### config.mk
export PLATFORM = sky130hd
export DESIGN_NAME = mcu0_mem_bridge_flat
export DESIGN_NICKNAME = d
export VERILOG_FILES = /design/src/rtl/mcu0_pkg.sv /design/src/rtl/mcu0_mem_bridge_if.sv /design/src/rtl/mcu0_wait_cnt.sv /design/src/rtl/mcu0_mem_bridge.sv /design/src/flat_wrapper.sv
export SDC_FILE = /design/constraint.sdc
export NUM_CORES = 1
export LEC_CHECK = 0
export BUFFER_PORTS_ARGS = -buffer_cell sky130_fd_sc_hd__buf_2
export CORE_ASPECT_RATIO = 1.5
export CORE_UTILIZATION = 48
export DETAILED_ROUTE_END_ITERATION = 10
export PLACE_DENSITY = 0.76
export SETUP_SLACK_MARGIN = 0.05
export SLEW_MARGIN = 0
export SYNTH_ARGS = -nofsm -noshare
export SYNTH_HDL_FRONTEND = slang
export SYNTH_HIERARCHICAL = 1
export SYNTH_SLANG_ARGS = --single-unit
### constraint.sdc
create_clock -name clock -period 1.9 [get_ports clock]
set_clock_uncertainty 0.05 [all_clocks]
set_input_delay 0.38 -clock clock [delete_from_list [all_inputs] [get_ports clock]]
set_output_delay 0.38 -clock clock [all_outputs]
set_load 0.02 [all_outputs]
### src/rtl/mcu0_pkg.sv
// Shared definitions for the mcu0 memory bridge.
//   - MCU0_AW / MCU0_DW / MCU0_BW : byte-address width, core word width, RAM byte width
//   - bridge_state_e              : bridge FSM state, 3-bit encoding
package mcu0_pkg;

    localparam int MCU0_AW = 12;
    localparam int MCU0_DW = 16;
    localparam int MCU0_BW = 8;

    typedef enum logic [2:0] {
        ST_IDLE    = 3'd0,
        ST_HI_REQ  = 3'd1,
        ST_HI_WAIT = 3'd2,
        ST_LO_REQ  = 3'd3,
        ST_LO_WAIT = 3'd4,
        ST_DONE    = 3'd5
    } bridge_state_e;

endpackage

### src/rtl/mcu0_mem_bridge_if.sv
// Bus bundle between the mcu0 core, the bridge and the byte-wide RAM.
//   Core side : men, mw, maddr, mwdata (to bridge); mrdata, mready (from bridge)
//   RAM side  : ben, bwe, baddr, bwdata (from bridge); brdata (to bridge)
//   modport slave  : the bridge's view
//   modport master : the environment's view (core + RAM)
//
// Handshake: men is a request strobe that the bridge samples only while idle;
// a sampled men=1 accepts mw/maddr/mwdata in that same cycle. mready is a
// one-cycle completion pulse with no back-pressure; mrdata is valid while
// mready=1 and holds until the next read completes. On the RAM side, ben marks
// a one-cycle byte request, bwe is meaningful only with ben, and brdata is
// expected WAIT cycles after the ben cycle.
interface mcu0_mem_bridge_if #(
    parameter int AW = mcu0_pkg::MCU0_AW
);
    import mcu0_pkg::*;

    logic               men;
    logic               mw;
    logic [AW-1:0]      maddr;
    logic [MCU0_DW-1:0] mwdata;
    logic [MCU0_DW-1:0] mrdata;
    logic               mready;

    logic               ben;
    logic               bwe;
    logic [AW-1:0]      baddr;
    logic [MCU0_BW-1:0] bwdata;
    logic [MCU0_BW-1:0] brdata;

    modport slave (
        input  men, mw, maddr, mwdata, brdata,
        output mrdata, mready, ben, bwe, baddr, bwdata
    );

    modport master (
        output men, mw, maddr, mwdata, brdata,
        input  mrdata, mready, ben, bwe, baddr, bwdata
    );

endinterface

### src/rtl/mcu0_wait_cnt.sv
// 4-bit loadable down-counter that times RAM wait states.
//   clock : system clock
//   reset : asynchronous, active-low
//   load  : load val this cycle (takes priority over counting)
//   val   : load value (WAIT-1)
//   zero  : counter is at 0; it stops there until reloaded
module mcu0_wait_cnt (
    input  logic       clock,
    input  logic       reset,
    input  logic       load,
    input  logic [3:0] val,
    output logic       zero
);

    logic [3:0] cnt_q;

    always_ff @(posedge clock or negedge reset) begin
        if (!reset) begin
            cnt_q <= 4'd0;
        end else if (load) begin
            cnt_q <= val;
        end else if (cnt_q != 4'd0) begin
            cnt_q <= cnt_q - 4'd1;
        end
    end

    assign zero = (cnt_q == 4'd0);

endmodule

### src/rtl/mcu0_mem_bridge.sv
// Bridge from mcu0 16-bit word accesses to a byte-wide synchronous RAM.
// Each word access becomes two byte accesses, high byte at maddr and low byte
// at maddr+1 (big-endian, wrapping at 2^AW), each followed by WAIT cycles.
//   clock   : system clock
//   reset   : asynchronous, active-low; forces IDLE and clears all outputs
//   bus     : mcu0_mem_bridge_if.slave (core and RAM signals)
//   state_o : current FSM state, for observation
// Parameters: AW byte-address width, WAIT wait cycles per byte (1..15).
module mcu0_mem_bridge
    import mcu0_pkg::*;
#(
    parameter int AW   = MCU0_AW,
    parameter int WAIT = 1
) (
    input  logic                  clock,
    input  logic                  reset,
    mcu0_mem_bridge_if.slave      bus,
    output bridge_state_e         state_o
);

    localparam logic [3:0] WAIT_LOAD = 4'(WAIT - 1);

    bridge_state_e      state_q;
    logic               w_q;
    logic [AW-1:0]      addr_q;
    logic [MCU0_DW-1:0] wdata_q;
    logic [MCU0_BW-1:0] hi_q;
    logic [MCU0_DW-1:0] mrdata_q;
    logic               mready_q;
    logic               ben_q;
    logic               bwe_q;
    logic [AW-1:0]      baddr_q;
    logic [MCU0_BW-1:0] bwdata_q;

    logic cnt_load;
    logic cnt_zero;

    // The counter loads on the edge that leaves a request cycle, so it reads
    // zero on the last of the WAIT cycles that follow.
    assign cnt_load = (state_q == ST_HI_REQ) || (state_q == ST_LO_REQ);

    mcu0_wait_cnt u_wait_cnt (
        .clock (clock),
        .reset (reset),
        .load  (cnt_load),
        .val   (WAIT_LOAD),
        .zero  (cnt_zero)
    );

    // Outputs are registered: the byte request is set up on the edge that
    // enters a *_REQ state, so ben is high exactly during that state.
    always_ff @(posedge clock or negedge reset) begin
        if (!reset) begin
            state_q  <= ST_IDLE;
            w_q      <= 1'b0;
            addr_q   <= '0;
            wdata_q  <= '0;
            hi_q     <= '0;
            mrdata_q <= '0;
            mready_q <= 1'b0;
            ben_q    <= 1'b0;
            bwe_q    <= 1'b0;
            baddr_q  <= '0;
            bwdata_q <= '0;
        end else begin
            mready_q <= 1'b0;
            ben_q    <= 1'b0;
            bwe_q    <= 1'b0;
            case (state_q)
                ST_IDLE: begin
                    if (bus.men) begin
                        w_q      <= bus.mw;
                        addr_q   <= bus.maddr;
                        wdata_q  <= bus.mwdata;
                        ben_q    <= 1'b1;
                        bwe_q    <= bus.mw;
                        baddr_q  <= bus.maddr;
                        bwdata_q <= bus.mwdata[15:8];
                        state_q  <= ST_HI_REQ;
                    end
                end
                ST_HI_REQ: begin
                    state_q <= ST_HI_WAIT;
                end
                ST_HI_WAIT: begin
                    if (cnt_zero) begin
                        if (!w_q) begin
                            hi_q <= bus.brdata;
                        end
                        ben_q    <= 1'b1;
                        bwe_q    <= w_q;
                        baddr_q  <= addr_q + AW'(1);   // wraps to 0 at the top
                        bwdata_q <= wdata_q[7:0];
                        state_q  <= ST_LO_REQ;
                    end
                end
                ST_LO_REQ: begin
                    state_q <= ST_LO_WAIT;
                end
                ST_LO_WAIT: begin
                    if (cnt_zero) begin
                        if (!w_q) begin
                            mrdata_q <= {hi_q, bus.brdata};
                        end
                        mready_q <= 1'b1;
                        state_q  <= ST_DONE;
                    end
                end
                ST_DONE: begin
                    state_q <= ST_IDLE;
                end
                default: begin
                    state_q <= ST_IDLE;
                end
            endcase
        end
    end

    assign bus.mrdata = mrdata_q;
    assign bus.mready = mready_q;
    assign bus.ben    = ben_q;
    assign bus.bwe    = bwe_q;
    assign bus.baddr  = baddr_q;
    assign bus.bwdata = bwdata_q;
    assign state_o    = state_q;

endmodule

### src/flat_wrapper.sv
// flat-port wrapper written by rule: the top's interface ports become plain ports
module mcu0_mem_bridge_flat import mcu0_pkg::*;
#(
    parameter int AW   = MCU0_AW,
    parameter int WAIT = 1
)
  (clock, reset, state_o, bus_men, bus_mw, bus_maddr, bus_mwdata, bus_brdata, bus_mrdata, bus_mready, bus_ben, bus_bwe, bus_baddr, bus_bwdata);
  mcu0_mem_bridge_if #(.AW(AW)) bus_i ();
  input  logic clock;
  input  logic reset;
  output bridge_state_e state_o;
  input wire logic [$bits(bus_i.men)-1:0] bus_men;
  input wire logic [$bits(bus_i.mw)-1:0] bus_mw;
  input wire logic [$bits(bus_i.maddr)-1:0] bus_maddr;
  input wire logic [$bits(bus_i.mwdata)-1:0] bus_mwdata;
  input wire logic [$bits(bus_i.brdata)-1:0] bus_brdata;
  output wire logic [$bits(bus_i.mrdata)-1:0] bus_mrdata;
  output wire logic [$bits(bus_i.mready)-1:0] bus_mready;
  output wire logic [$bits(bus_i.ben)-1:0] bus_ben;
  output wire logic [$bits(bus_i.bwe)-1:0] bus_bwe;
  output wire logic [$bits(bus_i.baddr)-1:0] bus_baddr;
  output wire logic [$bits(bus_i.bwdata)-1:0] bus_bwdata;
  assign bus_i.men = bus_men;
  assign bus_i.mw = bus_mw;
  assign bus_i.maddr = bus_maddr;
  assign bus_i.mwdata = bus_mwdata;
  assign bus_i.brdata = bus_brdata;
  assign bus_mrdata = bus_i.mrdata;
  assign bus_mready = bus_i.mready;
  assign bus_ben = bus_i.ben;
  assign bus_bwe = bus_i.bwe;
  assign bus_baddr = bus_i.baddr;
  assign bus_bwdata = bus_i.bwdata;
  mcu0_mem_bridge #(.AW(AW), .WAIT(WAIT)) u_core (.clock(clock), .reset(reset), .bus(bus_i), .state_o(state_o));
endmodule
==> flow_summary.toml <==
[setup_path]
r2r_start = "u_core/u_wait_cnt/cnt_q[0]"
crit_required_ns = 2.07
start_kind = "register"
worst-setup-path-type = "register to register"
crit_slowest_cell = "dfrtp_1"
end_kind = "register"
r2r_end = "u_core/bus.mrdata[10]"
worstPathMaxFanout = 16
slowest_delay_ns = 0.40
r2r_cells = 8
worstPathArrival_ns = 2.10
path_cells = "inv_2, ha_4, nor3b_4, buf_4, and2_4, nor2b_4, buf_12, mux2_2"
rrSetupSlack_ns = -0.03

[synthesis]
synth_edf_count = 0
yosys_register_bits = 75
synth_seq_area_share_pct = 55.4
syn_inst = 270
yosysMostFrequentCell = "dfrtp_1"
synth_top_cell_by_area = "dfrtp_1"
syn_area_per_cell_um2 = 12.5
ys_types = 39
ys.flop_type = "dfrtp_1"
synthArstFlopShare_pct = 100
yosys_warnings = 6
yosysTopAreaCellShare_pct = 55.4
netlist_top_cells_count = "dfrtp_1, nand2_1, mux2_2"
synth_area_leaders = "dfrtp_1, mux2_2, mux2i_1"
synth_area_mm2 = 0.00339

[placement]
routabilityCongestion = 0.818
dp_hpwl_um = 4830
io_buffer_count = 81
dpl_cell_area_mm2 = 0.00396

[floorplan]
io_pins = 82
initial_core_util_pct = 49.5
core-area_mm2 = 0.00685
die_area_mm2 = 0.00741
fp.dieH_um = 105
die_w_um = 70.6
row_count = 37

[min_path]
min_to = "u_core/addr_q[7]"
holdPathStages = 3
worstHoldStart = "bus_maddr[7]"
hp-class = "input port to register"

[global_route]
antenna_found_initial = 0
grt_pass1_vias = 2352
track_usage_pct = 19.7
grt_pass1_wl_um = 11300
grt_max_degree = 42
gr-total-overflow = 0

[job]
maxCapViolations = 0

[clock_network]
cts_htree_levels = 3
clk_pin_slew_ns = 0.08
clock_path_buffers = 2
cts_inserted_buffers = 9
root_buffer = "clkbuf_8"
clock_sinks = 75
clock_latency_ns = 0.34
cts_tree = "yes"

[sta]
fin_ws_ns = -0.0299
tns_ns = -0.128
fin_crit_ns = 1.93
drv_slew = 0
fmax_mhz = 518
setup_viol_count_final = 8
rsz0062_at_grt = "true"
hold_viol = 0
finalCritPeriodShare_pct = 102

[outcome]
violations = "design-rule violations, negative setup slack"
status = "finished, violations left"

[detailed_routing]
routed_wl_um = 6820
post-route-drc-count = 10
first_pass_iters = 7
dr_total_vias = 2358
viasPerCell = 5.18
drt_iter0_drc = 110
ant_nets = 0
wl_per_cell_um = 15.0

[pwr]
p_int_uw = 4720
p_seq_share_pct = 38.4
switching_power_uw = 2800
ir_worst_vdd_mv = 1.05
power_leakage_uw = 0.00216
p_sw_share_pct = 37.2
powerDensity_mw_per_mm2 = 1740
comb_power_share_pct = 44.7
pwr-share-clk_pct = 16.9
power_uw = 7530

[final_layout]
post-route-cell-area_mm2 = 0.00432
ff_latch_area_mm2 = 0.00188
num_antenna_cells = 0
multiInputGateArea_mm2 = 0.00147
area_delta_synth_final_pct = 27.6
layout.nets = 414
fillers = 553
drive_gt1_share_pct = 46.2
==> routing by layer <==
layer	GRT usage [%]	up-vias	wire length, um
li1	-	1130	-
met1	23.9	1152	2880
met2	33.9	66	3530
met3	3.57	10	299
met4	8.86	0	111
met5	0	-	0
==> layout make-up <==
class                           instances  area share [%]
Multi-Input combinational cell        171            34.0
Clock inverter                          4            1.10
Timing Repair Buffer                  104            14.4
Tap cell                               78            2.26
Inverter                               11           0.955
Sequential cell                        75            43.4
Clock buffer                           12            3.82
==> logic make-up (layout without fill, tap and decap cells) <==
family,Yosys count,after routing,synth area share (%)
buffers and inverters,27,131,4.80
AND/OR/NAND/NOR,64,64,10.8
adder cells (fa/ha/maj),2,2,0.738
flip-flops,75,75,55.4
AO/OA/AOI/OAI,33,33,5.91
other,1,4,0.111
XOR/XNOR,11,11,2.84
multiplexers,57,57,19.4
==> metrics by stage <==
step | utilization [%] | setup slack [ns] | cells | hold WS (ns)
final | 63.1 | -0.0299 | 455 | 0.218
after global routing | 63.1 | -0.111 | 455 | 0.210
after CTS | 62.6 | -0.00127 | 454 | 0.205
after detailed placement | 57.9 | -0.0730 | 431 | 0.197
after global placement | 57.9 | 0.00675 | 431 | 0.196
after floorplan | - | -0.0977 | 273 | 0.0344
==> layout by cell type (no fill, tap or decap), types with 2 or more instances in the layout <==
| cell | n |
|---|---|
| nor3b_4 | 2 |
| o21ai_0 | 21 |
| buf_12 | 2 |
| nand3_1 | 5 |
| dfrtp_1 | 74 |
| mux2_4 | 29 |
| and3_1 | 3 |
| nand2_1 | 31 |
| inv_1 | 9 |
| nor2_1 | 6 |
| conb_1 | 4 |
| xnor2_1 | 11 |
| mux2_2 | 11 |
| inv_2 | 2 |
| o211ai_1 | 6 |
| mux2i_1 | 16 |
| nor3_1 | 3 |
| nand4_1 | 2 |
| clkbuf_8 | 12 |
| buf_6 | 4 |
| a221o_1 | 2 |
| clkinv_2 | 2 |
| buf_4 | 17 |
| buf_2 | 80 |
==> state kept, by name (all words and copies together) (netlist names) <==
| signal | cells |
|---|---|
| u_core/state_o | 3 |
| u_core/hi_q | 8 |
| u_core/u_wait_cnt/cnt_q | 4 |
| u_core/bus.ben | 1 |
| u_core/bus.mrdata | 16 |
| u_core/w_q | 1 |
| u_core/bus.bwe | 1 |
| u_core/wdata_q | 8 |
| u_core/bus.mready | 1 |
| u_core/addr_q | 12 |
| u_core/bus.bwdata | 8 |
| u_core/bus.baddr | 12 |
==> power groups by stage <==
stage	combinational, uW	clock, uW	sequential (uW)
global route	3670	1370	2990
finish	3370	1270	2890
detailed placement	3100	0	2910
CTS	3330	1300	2890
global placement	2990	0	2870
floorplan	1940	0	3170
==> how the worst max path moves through the flow <==
stage	to	from	slack [ns]
after floorplan	u_core/bus.mrdata[0]	u_core/u_wait_cnt/cnt_q[1]	-0.1
after global placement	u_core/addr_q[4]	u_core/u_wait_cnt/cnt_q[1]	0.007
after detailed placement	u_core/addr_q[4]	u_core/u_wait_cnt/cnt_q[1]	-0.07
after CTS	u_core/wdata_q[7]	u_core/u_wait_cnt/cnt_q[1]	-0.001
after global routing	u_core/bus.mrdata[10]	u_core/u_wait_cnt/cnt_q[1]	-0.11
final	u_core/bus.mrdata[10]	u_core/u_wait_cnt/cnt_q[0]	-0.03
==> critical path: cells and delay by family, from the launching register on <==
family,cells,cell delay [ns]
AND/OR/NAND/NOR,3,0.48
buffers and inverters,3,0.42
flip-flops,1,0.40
multiplexers,1,0.34
adder cells (fa/ha/maj),1,0.13
==> timing repair <==
item	in CTS	in global routing
setup endpoints to repair	37	65
cloned	1	0
resized for setup	15	7
hold buffers	1	0
hold endpoints to repair	13	0
buffers inserted	5	1
No activity file was read; power rests on OpenSTA's default activity.
